[config.mk]
export PLATFORM = sky130hd
export DESIGN_NAME = mc_ctrl_fsm_flat
export DESIGN_NICKNAME = d
export VERILOG_FILES = /design/src/rtl/mips_ctrl_pkg.sv /design/src/rtl/mc_ctrl_fsm_if.sv /design/src/rtl/mc_op_decode.sv /design/src/rtl/mc_ctrl_fsm.sv /design/src/flat_wrapper.sv
export SDC_FILE = /design/constraint.sdc
export NUM_CORES = 1
export LEC_CHECK = 0
export BUFFER_PORTS_ARGS = -buffer_cell sky130_fd_sc_hd__buf_2
export CAP_MARGIN = 25
export CORE_ASPECT_RATIO = 0.75
export CORE_MARGIN = 3
export CORE_UTILIZATION = 45
export DETAILED_ROUTE_END_ITERATION = 16
export HOLD_SLACK_MARGIN = 0.12
export PLACE_DENSITY = 0.77
export RECOVER_POWER = 100
export REMOVE_ABC_BUFFERS = 1
export SETUP_SLACK_MARGIN = 0.4
export SLEW_MARGIN = 30
export SYNTH_ARGS = -nofsm -noshare
export SYNTH_HDL_FRONTEND = slang
export SYNTH_SLANG_ARGS = --single-unit
[constraint.sdc]
create_clock -name i_clk -period 2.8 [get_ports i_clk]
set_input_delay 0.14 -clock i_clk [delete_from_list [all_inputs] [get_ports i_clk]]
set_output_delay 0.14 -clock i_clk [all_outputs]
set_load 0.05 [all_outputs]
[src/rtl/mips_ctrl_pkg.sv]
// Shared encodings for the multicycle MIPS control unit: FSM states, opcodes,
// PC source and ALU select codes, and the decoded instruction class.
package mips_ctrl_pkg;

    typedef enum logic [2:0] {
        ST_FETCH  = 3'd0,
        ST_DECODE = 3'd1,
        ST_EXEC   = 3'd2,
        ST_MEM    = 3'd3,
        ST_WB     = 3'd4,
        ST_BRANCH = 3'd5,
        ST_JUMP   = 3'd6
    } state_e;

    localparam logic [5:0] OP_RTYPE = 6'h00;
    localparam logic [5:0] OP_ADDI  = 6'h08;
    localparam logic [5:0] OP_LW    = 6'h23;
    localparam logic [5:0] OP_SW    = 6'h2B;
    localparam logic [5:0] OP_BEQ   = 6'h04;
    localparam logic [5:0] OP_J     = 6'h02;

    localparam logic [1:0] PC_NPC = 2'b00;
    localparam logic [1:0] PC_BTA = 2'b01;
    localparam logic [1:0] PC_JTA = 2'b10;

    localparam logic [1:0] ALU_ADD   = 2'b00;
    localparam logic [1:0] ALU_SUB   = 2'b01;
    localparam logic [1:0] ALU_FUNCT = 2'b10;

    typedef struct packed {
        logic rtype;
        logic addi;
        logic lw;
        logic sw;
        logic beq;
        logic j;
        logic illegal;
    } op_class_t;

endpackage

[src/rtl/mc_ctrl_fsm_if.sv]
// Control/datapath bundle: datapath status into the control unit, register
// load enables and PC/RF/memory/ALU controls out of it.
interface mc_ctrl_fsm_if #(parameter int OP_WIDTH = 6);
    logic [OP_WIDTH-1:0] i_opcode;
    logic [OP_WIDTH-1:0] i_funct;
    logic                i_zero;
    logic                i_mem_ready;
    logic                o_en_inst_n;
    logic                o_en_npc_n;
    logic                o_en_a_n;
    logic                o_en_b_n;
    logic                o_en_bta_n;
    logic                o_en_r_n;
    logic                o_en_d_n;
    logic                o_mem_rd;
    logic                o_mem_wr;
    logic                o_iord;
    logic                o_pc_we;
    logic [1:0]          o_pc_src;
    logic                o_rf_we;
    logic                o_rf_dst;
    logic                o_rf_src;
    logic [1:0]          o_alu_sel;
    logic                o_alu_srcb_imm;

    modport master (
        input  i_opcode, i_funct, i_zero, i_mem_ready,
        output o_en_inst_n, o_en_npc_n, o_en_a_n, o_en_b_n, o_en_bta_n, o_en_r_n, o_en_d_n,
        output o_mem_rd, o_mem_wr, o_iord, o_pc_we, o_pc_src,
        output o_rf_we, o_rf_dst, o_rf_src, o_alu_sel, o_alu_srcb_imm
    );

    modport slave (
        output i_opcode, i_funct, i_zero, i_mem_ready,
        input  o_en_inst_n, o_en_npc_n, o_en_a_n, o_en_b_n, o_en_bta_n, o_en_r_n, o_en_d_n,
        input  o_mem_rd, o_mem_wr, o_iord, o_pc_we, o_pc_src,
        input  o_rf_we, o_rf_dst, o_rf_src, o_alu_sel, o_alu_srcb_imm
    );
endinterface

[src/rtl/mc_op_decode.sv]
// Combinational opcode classifier: exactly one bit of the class is set,
// anything outside the supported set reports illegal.
module mc_op_decode
    import mips_ctrl_pkg::*;
#(
    parameter int OP_WIDTH = 6
) (
    input  logic [OP_WIDTH-1:0] i_opcode,
    output op_class_t           o_class
);

    always_comb begin
        o_class = '0;
        case (i_opcode)
            OP_RTYPE: o_class.rtype   = 1'b1;
            OP_ADDI:  o_class.addi    = 1'b1;
            OP_LW:    o_class.lw      = 1'b1;
            OP_SW:    o_class.sw      = 1'b1;
            OP_BEQ:   o_class.beq     = 1'b1;
            OP_J:     o_class.j       = 1'b1;
            default:  o_class.illegal = 1'b1;
        endcase
    end

endmodule

[src/rtl/mc_ctrl_fsm.sv]
// Multicycle MIPS control FSM: sequences INST/A/B/R/D/BTA/NPC loads and PC,
// RF, memory and ALU controls; stalls on i_mem_ready and counts retirements.
module mc_ctrl_fsm
    import mips_ctrl_pkg::*;
#(
    parameter int CNT_WIDTH = 32,
    parameter int OP_WIDTH  = 6
) (
    input  logic                 i_clk,
    input  logic                 i_rst,
    mc_ctrl_fsm_if.master        dp,
    output logic                 o_illegal,
    output logic [CNT_WIDTH-1:0] o_retired,
    output logic [2:0]           o_state
);

    logic [2:0]           r_state;
    logic [2:0]           w_next;
    logic [CNT_WIDTH-1:0] r_retired;
    op_class_t            w_cls;

    mc_op_decode #(.OP_WIDTH(OP_WIDTH)) u_dec (
        .i_opcode (dp.i_opcode),
        .o_class  (w_cls)
    );

    always_ff @(posedge i_clk) begin
        if (i_rst) r_state <= ST_FETCH;
        else       r_state <= w_next;
    end

    always_comb begin
        w_next = ST_FETCH;
        case (r_state)
            ST_FETCH:  w_next = dp.i_mem_ready ? ST_DECODE : ST_FETCH;
            ST_DECODE: begin
                if (w_cls.beq)      w_next = ST_BRANCH;
                else if (w_cls.j)   w_next = ST_JUMP;
                else if (!w_cls.illegal) w_next = ST_EXEC;
                else                w_next = ST_FETCH;
            end
            ST_EXEC:   w_next = (w_cls.lw || w_cls.sw) ? ST_MEM : ST_WB;
            ST_MEM: begin
                if (!dp.i_mem_ready) w_next = ST_MEM;
                else if (w_cls.lw)   w_next = ST_WB;
                else                 w_next = ST_FETCH;
            end
            default:   w_next = ST_FETCH;
        endcase
    end

    // Outputs are held inactive for the whole reset cycle so an aborted
    // instruction never writes the PC or register file.
    always_comb begin
        dp.o_en_inst_n    = 1'b1;
        dp.o_en_npc_n     = 1'b1;
        dp.o_en_a_n       = 1'b1;
        dp.o_en_b_n       = 1'b1;
        dp.o_en_bta_n     = 1'b1;
        dp.o_en_r_n       = 1'b1;
        dp.o_en_d_n       = 1'b1;
        dp.o_mem_rd       = 1'b0;
        dp.o_mem_wr       = 1'b0;
        dp.o_iord         = 1'b0;
        dp.o_pc_we        = 1'b0;
        dp.o_pc_src       = PC_NPC;
        dp.o_rf_we        = 1'b0;
        dp.o_rf_dst       = 1'b0;
        dp.o_rf_src       = 1'b0;
        dp.o_alu_sel      = ALU_ADD;
        dp.o_alu_srcb_imm = 1'b0;
        o_illegal         = 1'b0;
        if (!i_rst) begin
            case (r_state)
                ST_FETCH: begin
                    dp.o_mem_rd = 1'b1;
                    if (dp.i_mem_ready) begin
                        dp.o_en_inst_n = 1'b0;
                        dp.o_en_npc_n  = 1'b0;
                    end
                end
                ST_DECODE: begin
                    dp.o_en_a_n   = 1'b0;
                    dp.o_en_b_n   = 1'b0;
                    dp.o_en_bta_n = 1'b0;
                    if (w_cls.illegal) begin
                        o_illegal  = 1'b1;
                        dp.o_pc_we = 1'b1;
                    end
                end
                ST_EXEC: begin
                    dp.o_en_r_n = 1'b0;
                    if (w_cls.rtype) dp.o_alu_sel = ALU_FUNCT;
                    else             dp.o_alu_srcb_imm = 1'b1;
                end
                ST_MEM: begin
                    dp.o_iord = 1'b1;
                    if (w_cls.lw) begin
                        dp.o_mem_rd = 1'b1;
                        dp.o_en_d_n = !dp.i_mem_ready;
                    end else begin
                        dp.o_mem_wr = 1'b1;
                        dp.o_pc_we  = dp.i_mem_ready;
                    end
                end
                ST_WB: begin
                    dp.o_rf_we  = 1'b1;
                    dp.o_rf_dst = w_cls.rtype;
                    dp.o_rf_src = w_cls.lw;
                    dp.o_pc_we  = 1'b1;
                end
                ST_BRANCH: begin
                    dp.o_alu_sel = ALU_SUB;
                    dp.o_pc_we   = 1'b1;
                    dp.o_pc_src  = dp.i_zero ? PC_BTA : PC_NPC;
                end
                ST_JUMP: begin
                    dp.o_pc_we  = 1'b1;
                    dp.o_pc_src = PC_JTA;
                end
                default: ;
            endcase
        end
    end

    always_ff @(posedge i_clk) begin
        if (i_rst)           r_retired <= '0;
        else if (dp.o_pc_we) r_retired <= r_retired + CNT_WIDTH'(1);
    end

    assign o_retired = i_rst ? '0 : r_retired;
    assign o_state   = i_rst ? 3'd0 : r_state;

endmodule
[src/flat_wrapper.sv]
// flat-port wrapper written by rule: the top's interface ports become plain ports
module mc_ctrl_fsm_flat import mips_ctrl_pkg::*;
#(
    parameter int CNT_WIDTH = 32,
    parameter int OP_WIDTH  = 6
)
  (i_clk, i_rst, o_illegal, o_retired, o_state, dp_i_opcode, dp_i_funct, dp_i_zero, dp_i_mem_ready, dp_o_en_inst_n, dp_o_en_npc_n, dp_o_en_a_n, dp_o_en_b_n, dp_o_en_bta_n, dp_o_en_r_n, dp_o_en_d_n, dp_o_mem_rd, dp_o_mem_wr, dp_o_iord, dp_o_pc_we, dp_o_pc_src, dp_o_rf_we, dp_o_rf_dst, dp_o_rf_src, dp_o_alu_sel, dp_o_alu_srcb_imm);
  mc_ctrl_fsm_if #(.OP_WIDTH(OP_WIDTH)) dp_i ();
  input  logic i_clk;
  input  logic i_rst;
  output logic o_illegal;
  output logic [CNT_WIDTH-1:0] o_retired;
  output logic [2:0] o_state;
  input wire logic [$bits(dp_i.i_opcode)-1:0] dp_i_opcode;
  input wire logic [$bits(dp_i.i_funct)-1:0] dp_i_funct;
  input wire logic [$bits(dp_i.i_zero)-1:0] dp_i_zero;
  input wire logic [$bits(dp_i.i_mem_ready)-1:0] dp_i_mem_ready;
  output wire logic [$bits(dp_i.o_en_inst_n)-1:0] dp_o_en_inst_n;
  output wire logic [$bits(dp_i.o_en_npc_n)-1:0] dp_o_en_npc_n;
  output wire logic [$bits(dp_i.o_en_a_n)-1:0] dp_o_en_a_n;
  output wire logic [$bits(dp_i.o_en_b_n)-1:0] dp_o_en_b_n;
  output wire logic [$bits(dp_i.o_en_bta_n)-1:0] dp_o_en_bta_n;
  output wire logic [$bits(dp_i.o_en_r_n)-1:0] dp_o_en_r_n;
  output wire logic [$bits(dp_i.o_en_d_n)-1:0] dp_o_en_d_n;
  output wire logic [$bits(dp_i.o_mem_rd)-1:0] dp_o_mem_rd;
  output wire logic [$bits(dp_i.o_mem_wr)-1:0] dp_o_mem_wr;
  output wire logic [$bits(dp_i.o_iord)-1:0] dp_o_iord;
  output wire logic [$bits(dp_i.o_pc_we)-1:0] dp_o_pc_we;
  output wire logic [$bits(dp_i.o_pc_src)-1:0] dp_o_pc_src;
  output wire logic [$bits(dp_i.o_rf_we)-1:0] dp_o_rf_we;
  output wire logic [$bits(dp_i.o_rf_dst)-1:0] dp_o_rf_dst;
  output wire logic [$bits(dp_i.o_rf_src)-1:0] dp_o_rf_src;
  output wire logic [$bits(dp_i.o_alu_sel)-1:0] dp_o_alu_sel;
  output wire logic [$bits(dp_i.o_alu_srcb_imm)-1:0] dp_o_alu_srcb_imm;
  assign dp_i.i_opcode = dp_i_opcode;
  assign dp_i.i_funct = dp_i_funct;
  assign dp_i.i_zero = dp_i_zero;
  assign dp_i.i_mem_ready = dp_i_mem_ready;
  assign dp_o_en_inst_n = dp_i.o_en_inst_n;
  assign dp_o_en_npc_n = dp_i.o_en_npc_n;
  assign dp_o_en_a_n = dp_i.o_en_a_n;
  assign dp_o_en_b_n = dp_i.o_en_b_n;
  assign dp_o_en_bta_n = dp_i.o_en_bta_n;
  assign dp_o_en_r_n = dp_i.o_en_r_n;
  assign dp_o_en_d_n = dp_i.o_en_d_n;
  assign dp_o_mem_rd = dp_i.o_mem_rd;
  assign dp_o_mem_wr = dp_i.o_mem_wr;
  assign dp_o_iord = dp_i.o_iord;
  assign dp_o_pc_we = dp_i.o_pc_we;
  assign dp_o_pc_src = dp_i.o_pc_src;
  assign dp_o_rf_we = dp_i.o_rf_we;
  assign dp_o_rf_dst = dp_i.o_rf_dst;
  assign dp_o_rf_src = dp_i.o_rf_src;
  assign dp_o_alu_sel = dp_i.o_alu_sel;
  assign dp_o_alu_srcb_imm = dp_i.o_alu_srcb_imm;
  mc_ctrl_fsm #(.CNT_WIDTH(CNT_WIDTH), .OP_WIDTH(OP_WIDTH)) u_core (.i_clk(i_clk), .i_rst(i_rst), .dp(dp_i), .o_illegal(o_illegal), .o_retired(o_retired), .o_state(o_state));
endmodule
==> impl_metrics.tcl, run 1 <==
set metrics [dict create \
    run_status "complete, but fails checks" \
    violations "capacitance limit, slew limit" \
    final_core_util_pct 56.3 \
    hold_start "dp_i_mem_ready" \
    critical_path.cell_chain "nand4b_1 > a21oi_1 > o31ai_2 > clkbuf_1 > nor4_1 > mux2_2" \
    finalCritPeriodShare_pct 86.0 \
    dieArea_mm2 0.00591 \
    synth.cell_area_mm2 0.00226 \
    tightestPinTransition_ns 1.83 \
    first_iter_violations 204 \
    first_pass_iters 4 \
    max_cap_violations 1 \
    ir_worst_vdd_mv 0.230 \
    fin_crit_ns 2.41 \
    vias 2258 \
    synth_cell_types 44 \
    ant_nets 0 \
    timing.setup.tns_ns 0 \
    yosysWarnings 0 \
    floorplan.core_area_mm2 0.00465 \
    yosysTopAreaCellShare_pct 31.0 \
    grtUsageMet1_pct 27.7 \
    rsz0062_at_grt "yes" \
    post-synth-top-area-cell "dfxtp_1" \
    use_met2_pct 28.7 \
    synth-seq-cells 35 \
    area_growth_syn_to_layout_pct 16.0 \
    global_route.peak_usage_layer "met2" \
    timing.critical_path.fanout_max 16 \
    top_cells_by_area_synth "dfxtp_1 31%, nor2b_1 8.9%, nor2_1 6.7%" \
    initial_util_pct 48.5 \
    reg2reg_setup_slack_ns 0.39 \
    insertedDiodeCount 0 \
    detail_route.wl_per_cell_um 13.5 \
    async_flop_share_pct 0 \
    timing.critical_path.slowest_cell_delay_ns 0.61 \
    worstRegToRegCells 6 \
    path_class "reg2reg" \
    ff_latch_area_um2 701 \
    critPathCaptureType "flop" \
    global_route.usage.total_pct 19.0 \
    fp.dieH_um 67.3 \
    port_buffers 64 \
    combinationalPowerShare_pct 11.6 \
    power_per_cell_area_mw_per_mm2 391 \
    ctsLongestPathBuffers 2 \
    critical_path_data_required_time_ns 2.97 \
    cts_root_buffer "clkbuf_8" \
    most_common_cell_in_the_netlist "nor2_1" \
    grt_use_met3_pct 4.02 \
    antenna_found_initial 0 \
    ys_top_cells_by_count "40 x nor2_1, 35 x dfxtp_1, 32 x nor2b_1" \
    power.clock.fraction_pct 38.6 \
    hp-class "in2reg" \
    core_rows 21 \
    p_int_w 0.000759 \
    layout.filler_cells 468 \
    sink_of_the_worst_hold_path "u_core.r_state[0]" \
    numCtsBuffers 5 \
    switching_power_w 0.000266 \
    first_global_vias 1957 \
    die_boundary_width_um 87.8 \
    setup-violations-final 0 \
    grt_start_max_net_pins 48 \
    clock_sink_count 35 \
    globalRouteOverflowTotal 0 \
    relSlewSlack_pct -22.3 \
    tritoncts "done" \
    start_kind "flop" \
    worst_skew_pair.late_latency_ns 0.28 \
    routability_driven_placement_congestion_ratio 0.865 \
    drv_slew 48 \
    power_leakage_nw 1.03 \
    post_drt_via_cell_ratio 5.55 \
    worst_clock_skew_ns 0.00439 \
    regToRegEndpoint "u_core.r_retired[31]" \
    seq_area_frac_synth_pct 31.0 \
    critical-path-slowest-cell "dfxtp_1" \
    avgSynthCellArea_um2 7.65 \
    post_route_cells_drive_above_1_share_pct 16.9 \
    clkSlewWorstSetupHoldPaths_ns 0.07 \
    h_tree_levels 2 \
    grt_pass1_wl_um 8980 \
    crit_arrival_ns 2.58 \
    clock.fmax_mhz 415 \
    seq_power_share_pct 49.8 \
    drc 0 \
    floorplan.io_pins 71 \
    dp_hpwl_um 4140 \
    hold_fails_final_rpt 0 \
    hold_buffers 0 \
    drt-total-wl_um 5490 \
    netlist_instances 295 \
    synth-main-ff-cell "dfxtp_1" \
    num-nets-final 366 \
    regToRegStartpoint "u_core.r_state[1]" \
    multiInputGateArea_mm2 0.00142 \
    worstHoldPathCells 2 \
    synth-edff-count 0 \
    sw_share_pct 26.0 \
]
## area by class of cell
| type | instances | share of cell area (%) |
|---|---|---|
| multi-input combinational | 232 | 54.1 |
| tap | 57 | 2.72 |
| sequential | 35 | 26.8 |
| inverter | 8 | 1.15 |
| clock buffer | 8 | 3.82 |
| timing repair buffer | 67 | 11.4 |
## through the flow
step	setup WS (ns)	cells	total power, W	hold slack [ns]	cell area, um2
after floorplan	0.0754	275	0.000593	0.209	2150
after global placement	0.556	399	0.000636	0.455	2560
after detailed placement	0.515	399	0.000638	0.452	2560
after CTS	0.412	407	0.00103	0.153	2660
after global routing	0.194	407	0.00107	0.155	2620
final	0.391	407	0.00102	0.170	2620
## worst max-delay path: cells and delay by family (launching register included)
family          cells  cell delay (ns)
flops               1             0.61
simple gates        2             0.58
compound gates      2             0.47
buf+inv             1             0.26
mux                 1             0.37
## routing by layer
layer | vias to the layer above | wire length (um)
met5 | - | 0
met4 | 0 | 42
met3 | 8 | 289
met2 | 54 | 2370
met1 | 1033 | 2790
li1 | 1163 | -
## power by group through the flow
stage	Sequential (W)	Combinational [W]	Clock, W
global route	0.000511	0.000129	0.000430
finish	0.000510	0.000119	0.000396
CTS	0.000510	0.000118	0.000404
global placement	0.000520	0.000115	0
floorplan	0.000519	0.0000739	0
detailed placement	0.000521	0.000117	0
## worst max-delay path by stage
stage / from / to / slack [ns] / cells after the start
detailed placement: dp_i_opcode[1] / u_core.r_retired[15] / 0.52 / 6
finish: u_core.r_state[1] / u_core.r_retired[31] / 0.39 / 6
CTS: u_core.r_state[1] / dp_o_pc_we / 0.41 / 5
global placement: dp_i_opcode[1] / u_core.r_retired[15] / 0.56 / 6
global route: i_rst / o_retired[16] / 0.19 / 4
floorplan: u_core.r_state[0] / o_illegal / 0.08 / 3
## logic make-up after synthesis
group           share of synthesized area, %
buf+inv                                 6.26
xor+xnor                                1.16
mux                                     7.82
compound gates                          10.6
fa+ha+maj                               1.05
flops                                   31.0
simple gates                            42.1
## layout by cell type, fill, tap and decap left out, types with 2 or more instances in the layout
cell,instances
clkbuf_2,18
mux2_1,3
o21ai_0,13
or4_1,11
nand4b_1,2
and4b_1,2
and3_1,8
nor4_1,5
mux2_2,10
buf_2,14
nor2b_1,32
nand2_1,16
o31ai_1,4
nand4_1,16
dfxtp_1,35
inv_1,8
nand3_1,17
nor2_1,40
nand2b_1,5
xor2_1,2
nor3_1,7
and2_1,2
clkbuf_1,34
a21oi_1,14
buf_4,2
clkbuf_8,7
or3_1,5
mux2_4,2
## sequential cells by signal, summed over array words and instances, names as in the netlist
name / cells
u_core.r_retired: 32
u_core.r_state: 3
## repair_timing
| action | 4_1_cts | 5_1_grt |
|---|---|---|
| resized for setup | 0 | 1 |
| setup endpoints to repair | 0 | 4 |
| buffers inserted | 0 | 0 |
Note: power is estimated with default switching activity, not from simulation.
==> inputs of run 2 (changes only) <==
--- a/config.mk
+++ b/config.mk
@@ -5,14 +5,16 @@
 export SDC_FILE = /design/constraint.sdc
 export NUM_CORES = 1
 export LEC_CHECK = 0
+export ABC_AREA = 1
 export BUFFER_PORTS_ARGS = -buffer_cell sky130_fd_sc_hd__buf_2
 export CAP_MARGIN = 25
 export CORE_ASPECT_RATIO = 0.75
 export CORE_MARGIN = 3
 export CORE_UTILIZATION = 45
+export CTS_BUF_LIST = sky130_fd_sc_hd__clkbuf_4
 export DETAILED_ROUTE_END_ITERATION = 16
 export HOLD_SLACK_MARGIN = 0.12
-export PLACE_DENSITY = 0.77
+export PLACE_DENSITY = 0.76
 export RECOVER_POWER = 100
 export REMOVE_ABC_BUFFERS = 1
 export SETUP_SLACK_MARGIN = 0.4
==> run 2 against run 1 <==
Compared with the run above:
- the run now ends clean
- clock skew rose by 0.014 ns
- count of clock-buffer cells in the layout down 1
- critical path type is now reg2out
- design area rose by 6.4%
- sequential cell count stayed put
- total power is 11% lower
- global-route usage shrank 0.92 points
- cell count grew 35%
- non-clock buffer count unchanged
- worst hold slack improved by 0.085 ns
- wire length rose by 8.1%
- via count increased by 19%
- core utilization down 1.9 points
==> impl_metrics.tcl, run 2 <==
set metrics [dict create \
    critPathCaptureType "primary output" \
    drt-total-wl_um 5940 \
    clkSlewWorstSetupHoldPaths_ns 0.09 \
    synth-seq-cells 35 \
    setup-violations-final 0 \
    path_class "reg2out" \
    first_global_vias 2289 \
    ctsLongestPathBuffers 2 \
    largest_register "u_core.r_retired" \
    drv_slew 0 \
    multiInputGateArea_mm2 0.00141 \
    hp-class "in2reg" \
    antenna_found_initial 0 \
    fin_crit_ns 2.34 \
    tritoncts "done" \
    insertedDiodeCount 0 \
    numCtsBuffers 5 \
    drc 0 \
    path_buf_inv 3 \
    yosysWarnings 0 \
    tightestPinTransition_ns 1.15 \
    seq_area_frac_synth_pct 28.1 \
    dp_hpwl_um 4560 \
    hold_buffers 0 \
    post_drt_via_cell_ratio 4.89 \
    first_pass_iters 4 \
    netlist_instances 418 \
    crit_arrival_ns 2.20 \
    yosysTopAreaCellShare_pct 28.1 \
    relSlewSlack_pct 23.2 \
    path_depth 7 \
    timing.critical_path.fanout_max 20 \
    area_growth_syn_to_layout_pct 11.8 \
    top_cells_by_area_synth "dfxtp_1 28%, nor2_1 15%, nand2_1 12%" \
    h_tree_levels 2 \
    clock_sink_count 35 \
    ff_latch_area_um2 701 \
    timing.critical_path.slowest_cell_delay_ns 0.45 \
    ys_top_cells_by_count "101 x nor2_1, 82 x nand2_1, 63 x inv_1" \
    dieArea_mm2 0.00647 \
    ir_worst_vdd_mv 0.202 \
    critical_path_data_required_time_ns 2.66 \
    clock.fmax_mhz 428 \
    total_power_w 0.000911 \
    ant_nets 0 \
    critical_path.top_delay_family "simple AND/OR/NAND/NOR gates" \
    synth-edff-count 0 \
    regToRegEndpoint "u_core.r_retired[30]" \
    max_cap_violations 0 \
    critical-path-slowest-cell "dfxtp_1" \
    worst_clock_skew_ns 0.0180 \
    port_buffers 64 \
    cts_root_buffer "clkbuf_4" \
    critical_path.cell_chain "inv_1 > nor3_1 > nand2_1 > nand2_4 > nand2_1 > inv_1 > buf_2" \
    regToRegStartpoint "u_core.r_retired[0]" \
    post-synth-top-area-cell "dfxtp_1" \
    sink_of_the_worst_hold_path "u_core.r_state[2]" \
    globalRouteOverflowTotal 0 \
    fp.dieH_um 70.4 \
    grt_start_max_net_pins 40 \
    hold_start "dp_i_mem_ready" \
    cts_setup_buffers 0 \
    hold_fails_final_rpt 0 \
    timing.setup.tns_ns 0 \
    post_route_cells_drive_above_1_share_pct 10.7 \
    initial_util_pct 48.6 \
    routability_driven_placement_congestion_ratio 0.878 \
    worstHoldPathCells 5 \
    rsz0062_at_grt "no" \
    synth_cell_types 29 \
    mostFrequentLayoutCell "nor2_1" \
    power_per_cell_area_mw_per_mm2 327 \
    layout.filler_cells 562 \
    largestRegisters "u_core.r_retired x32, u_core.r_state x3" \
    most_common_cell_in_the_netlist "nor2_1" \
    num-nets-final 492 \
    finalCritPeriodShare_pct 83.5 \
    grt_pass1_wl_um 10100 \
    reg2reg_setup_slack_ns 0.70 \
    global_route.usage.total_pct 18.1 \
    first_iter_violations 130 \
    largest_register_ffs 32 \
    detail_route.wl_per_cell_um 10.8 \
    worst_skew_pair.late_latency_ns 0.33 \
    worstRegToRegCells 10 \
    resize_count_post_cts 0 \
    synth.cell_area_mm2 0.00249 \
    core_rows 22 \
    final_cell_mix "104 x nor2_1, 83 x nand2_1, 64 x inv_1" \
    power_leakage_nw 1.13 \
    floorplan.io_pins 71 \
    start_kind "flop" \
    run_status "finished, final reports clean" \
    floorplan.core_area_mm2 0.00512 \
    synth-main-ff-cell "dfxtp_1" \
    avgSynthCellArea_um2 5.96 \
    async_flop_share_pct 0 \
    vias 2679 \
    die_boundary_width_um 91.9 \
]
run 2: cell count changes in the layout (fill, tap and decap cells not counted), moves of 8 or more:
cell      before  now
inv_1          8   64
nand3_1       17   43
clkbuf_2      18    0
o21ai_0       13    0
a21oi_2        0   21
clkbuf_1      34   54
nand2_1       16   83
or4_1         11    0
mux2_2        10    0
and3_1         8    0
nor2b_1       32    0
nor2_1        40  104
run 2: how the worst max path moves through the flow:
stage | slack, ns | to | startpoint
after floorplan | 0.12 | o_illegal | u_core.r_state[0]
after global placement | 0.97 | u_core.r_retired[20] | u_core.r_state[0]
after detailed placement | 0.92 | u_core.r_retired[20] | u_core.r_state[0]
after CTS | 0.58 | dp_o_pc_we | u_core.r_state[0]
after global routing | 0.28 | dp_o_pc_we | u_core.r_state[0]
final | 0.46 | dp_o_pc_we | u_core.r_state[0]
run 2: layout make-up:
class / count / share of cell area, %
multi-input combinational: 300 / 50.5
clock buffer: 7 / 1.89
sequential: 35 / 25.2
inverter: 66 / 8.90
timing repair buffer: 67 / 10.2
tap: 72 / 3.24
clock inverter: 1 / 0.180
run 2: logic make-up after synthesis:
| group | after synthesis | synth area share (%) |
|---|---|---|
| compound gates | 35 | 10.4 |
| buf+inv | 83 | 14.8 |
| fa+ha+maj | 1 | 0.502 |
| simple gates | 262 | 45.4 |
| flops | 35 | 28.1 |
| xor+xnor | 2 | 0.704 |
run 2: worst min-delay path, delay by kind of cell:
| kind | cells | cell delay, ns |
|---|---|---|
| buf+inv | 3 | 0.22 |
| compound gates | 1 | 0.11 |
| simple gates | 1 | 0.06 |
run 2: where the power goes:
group	switching [W]	internal [W]
Combinational	0.0000957	0.0000280
Sequential	0.00000403	0.000501
Clock	0.000165	0.000117
run 2: layer usage:
metal  GRT usage, %  vias to the layer above  share of wire [%]
met3           3.88                        2                5.9
li1               -                     1419                  -
met2           28.2                       67                 42
met1           26.5                     1191                 51
met5              0                        -                  0
met4           1.98                        0               0.40
run 2: stage by stage:
step           std cells  hold slack, ns  worst slack, ns  util, %  cell area (um2)
6_report             548           0.256            0.461     54.4             2780
5_1_grt              548           0.293            0.284     54.4             2780
4_1_cts              548           0.257            0.577     56.1             2870
3_5_place_dp         540           0.513            0.916     55.0             2810
3_3_place_gp         540           0.492            0.974     55.0             2810
2_1_floorplan        401           0.209            0.117        -             2370
==> inputs of run 3 (changes only) <==
--- a/config.mk
+++ b/config.mk
@@ -14,7 +14,7 @@
 export CTS_BUF_LIST = sky130_fd_sc_hd__clkbuf_4
 export DETAILED_ROUTE_END_ITERATION = 16
 export HOLD_SLACK_MARGIN = 0.12
-export PLACE_DENSITY = 0.76
+export PLACE_DENSITY = 0.78
 export RECOVER_POWER = 100
 export REMOVE_ABC_BUFFERS = 1
 export SETUP_SLACK_MARGIN = 0.4
==> constraint.sdc (replaced) <==
create_clock -name i_clk -period 2.15 [get_ports i_clk]
set_input_delay 0.1075 -clock i_clk [delete_from_list [all_inputs] [get_ports i_clk]]
set_output_delay 0.1075 -clock i_clk [all_outputs]
set_load 0.05 [all_outputs]
==> run 3 against run 2 <==
Compared with the run above:
- total power grew 31%
- non-clock buffer count grew 12
- wire length grew 8.9%
- first-iteration DRC count grew 82%
- via count grew 4.5%
- die area is the same
- global-route usage grew 0.46 points
- sequential cell count is the same
- critical endpoint is now dp_o_alu_sel[1]
- largest cell class unchanged
==> impl_metrics.tcl, run 3 (synthesis gave the netlist of run 2 again) <==
set metrics [dict create \
    final_core_util_pct 58.2 \
    largest_register_ffs 32 \
    critical_path_data_required_time_ns 2.04 \
    layout.cell_area.non_filler_mm2 0.00298 \
    critPathCaptureType "primary output" \
    num-nets-final 504 \
    relSlewSlack_pct 59.0 \
    critical_path.top_delay_family "buffers and inverters" \
    crit_arrival_ns 1.74 \
    path_buf_inv 3 \
    global_route.usage.total_pct 18.6 \
    final.setup.worst_slack_ns 0.303 \
    floorplan.core_area_mm2 0.00512 \
    mostFrequentLayoutCell "nor2_1" \
    insertedDiodeCount 0 \
    area_growth_syn_to_layout_pct 19.6 \
    dp_hpwl_um 4470 \
    run_status "finished, final reports clean" \
    globalRouteOverflowTotal 0 \
    postPlaceCellArea_mm2 0.00283 \
    dp_worst_setup_slack_ns 0.341 \
    power_per_cell_area_mw_per_mm2 400 \
    floorplan.io_pins 71 \
    port_buffers 64 \
    numCtsBuffers 5 \
    ff_latch_area_um2 711 \
    fp.dieH_um 70.4 \
    first_pass_iters 5 \
    post_route_cells_drive_above_1_share_pct 17.7 \
    grt_start_max_net_pins 36 \
    timing.critical_path.slowest_cell_delay_ns 0.47 \
    first_global_vias 2328 \
    hold_fails_final_rpt 0 \
    rsz0062_at_grt "yes" \
    timing.setup.tns_ns 0 \
    worst_path_most_repeated_cell "nor2_1" \
    timing.critical_path.fanout_max 6 \
    routability_driven_placement_congestion_ratio 0.872 \
    core_rows 22 \
    post_drt_via_cell_ratio 5.01 \
    start_kind "flop" \
    dieArea_mm2 0.00647 \
    multiInputGateArea_mm2 0.00146 \
    h_tree_levels 2 \
    finalCritPeriodShare_pct 85.9 \
    drc 0 \
    detail_route.wl_per_cell_um 11.6 \
    final_cell_mix "97 x nor2_1, 79 x nand2_1, 61 x inv_1" \
    power_leakage_nw 1.21 \
    die_boundary_width_um 91.9 \
    path_class "reg2out" \
    ir_worst_vdd_mv 0.248 \
    cts_root_buffer "clkbuf_4" \
    first_iter_violations 236 \
    clock.fmax_mhz 541 \
    tightestPinTransition_ns 0.617 \
    vias 2800 \
    hp-class "in2reg" \
    ctsLongestPathBuffers 2 \
    drt-total-wl_um 6470 \
    setup-violations-final 0 \
    worst_clock_skew_ns 0.00835 \
    ant_nets 0 \
    drv_slew 0 \
    clock_sink_count 35 \
    largest_register "u_core.r_retired" \
    max_cap_violations 0 \
    critical-path-slowest-cell "dfxtp_1" \
    clkSlewWorstSetupHoldPaths_ns 0.10 \
    fin_crit_ns 1.85 \
    worst_skew_pair.late_latency_ns 0.34 \
    grt_pass1_wl_um 10100 \
    antenna_found_initial 0 \
    initial_util_pct 48.6 \
    critical_path.cell_chain "inv_1 > nor2_1 > nand2_1 > nor2_1 > inv_1 > nor2_1 > clkbuf_2" \
    layout.filler_cells 537 \
    tritoncts "done" \
    largestRegisters "u_core.r_retired x32, u_core.r_state x3" \
]
## run 3: cell count changes in the layout (fill, tap and decap cells not counted), moves of 4 or more
| cell | previous run | this run |
|---|---|---|
| nor2_4 | 0 | 4 |
| nand2_1 | 83 | 79 |
| dfxtp_2 | 0 | 5 |
| a21oi_2 | 21 | 13 |
| clkbuf_1 | 54 | 46 |
| buf_4 | 0 | 10 |
| nor3_1 | 12 | 8 |
| nand2_2 | 0 | 4 |
| nor2_1 | 104 | 97 |
| dfxtp_1 | 35 | 29 |
| a21oi_1 | 11 | 19 |
## run 3: worst register-to-register path, stage by stage, from the launching register on
cell and delay, ns:
dfxtp_1 0.49, inv_4 0.09, nand3_1 0.16, nor2_2 0.06
a21oi_2 0.22, nand2_4 0.08, buf_6 0.17, clkbuf_16 0.19
a21oi_1 0.17, nor2_1 0.07
## run 3: what timing repair did
action | 4_1_cts | 5_1_grt
resized for setup | 7 | 31
pin swaps | 1 | 6
hold buffers | 1 | 0
gates cloned | 0 | 1
buffers inserted | 1 | 7
endpoints found under the setup margin | 7 | 29
endpoints found under the hold margin | 1 | 0
## run 3: layer usage
layer / GRT usage (%) / part of all wire, % / vias to the layer above
met5: 0 / 0 / -
met4: 4.45 / 0.82 / 0
met3: 3.23 / 6.3 / 6
met2: 29.6 / 44 / 94
met1: 26.0 / 49 / 1258
li1: - / - / 1442
## run 3: layout make-up
| class | count | area share, % |
|---|---|---|
| tap | 72 | 3.03 |
| clock buffer | 5 | 1.26 |
| inverter | 66 | 8.40 |
| multi-input combinational | 300 | 48.9 |
| timing repair buffer | 79 | 14.2 |
| sequential | 35 | 23.9 |
| clock inverter | 2 | 0.294 |
## run 3: path summary, 6_finish.rpt
kind	startpoint	endpoint	slack [ns]	cells after the start
max	u_core.r_state[1]	dp_o_alu_sel[1]	0.30	7
min	dp_i_mem_ready	u_core.r_state[2]	0.23	5
max reg2reg	u_core.r_state[2]	u_core.r_retired[21]	0.37	9
min reg2reg	u_core.r_retired[8]	u_core.r_retired[8]	0.51	2
## run 3: through the flow
step | hold slack (ns) | power (W) | cells
after floorplan | 0.177 | 0.000778 | 401
after global placement | 0.466 | 0.000838 | 542
after detailed placement | 0.467 | 0.000841 | 542
after CTS | 0.188 | 0.00118 | 551
after global routing | 0.237 | 0.00124 | 559
final | 0.229 | 0.00119 | 559
## run 3: report_power, final
group / switching [W] / internal, W / total, W
clock: 0.000227 / 0.000116 / 0.000343
combinational: 0.000133 / 0.0000571 / 0.000190
sequential: 0.00000536 / 0.000652 / 0.000657
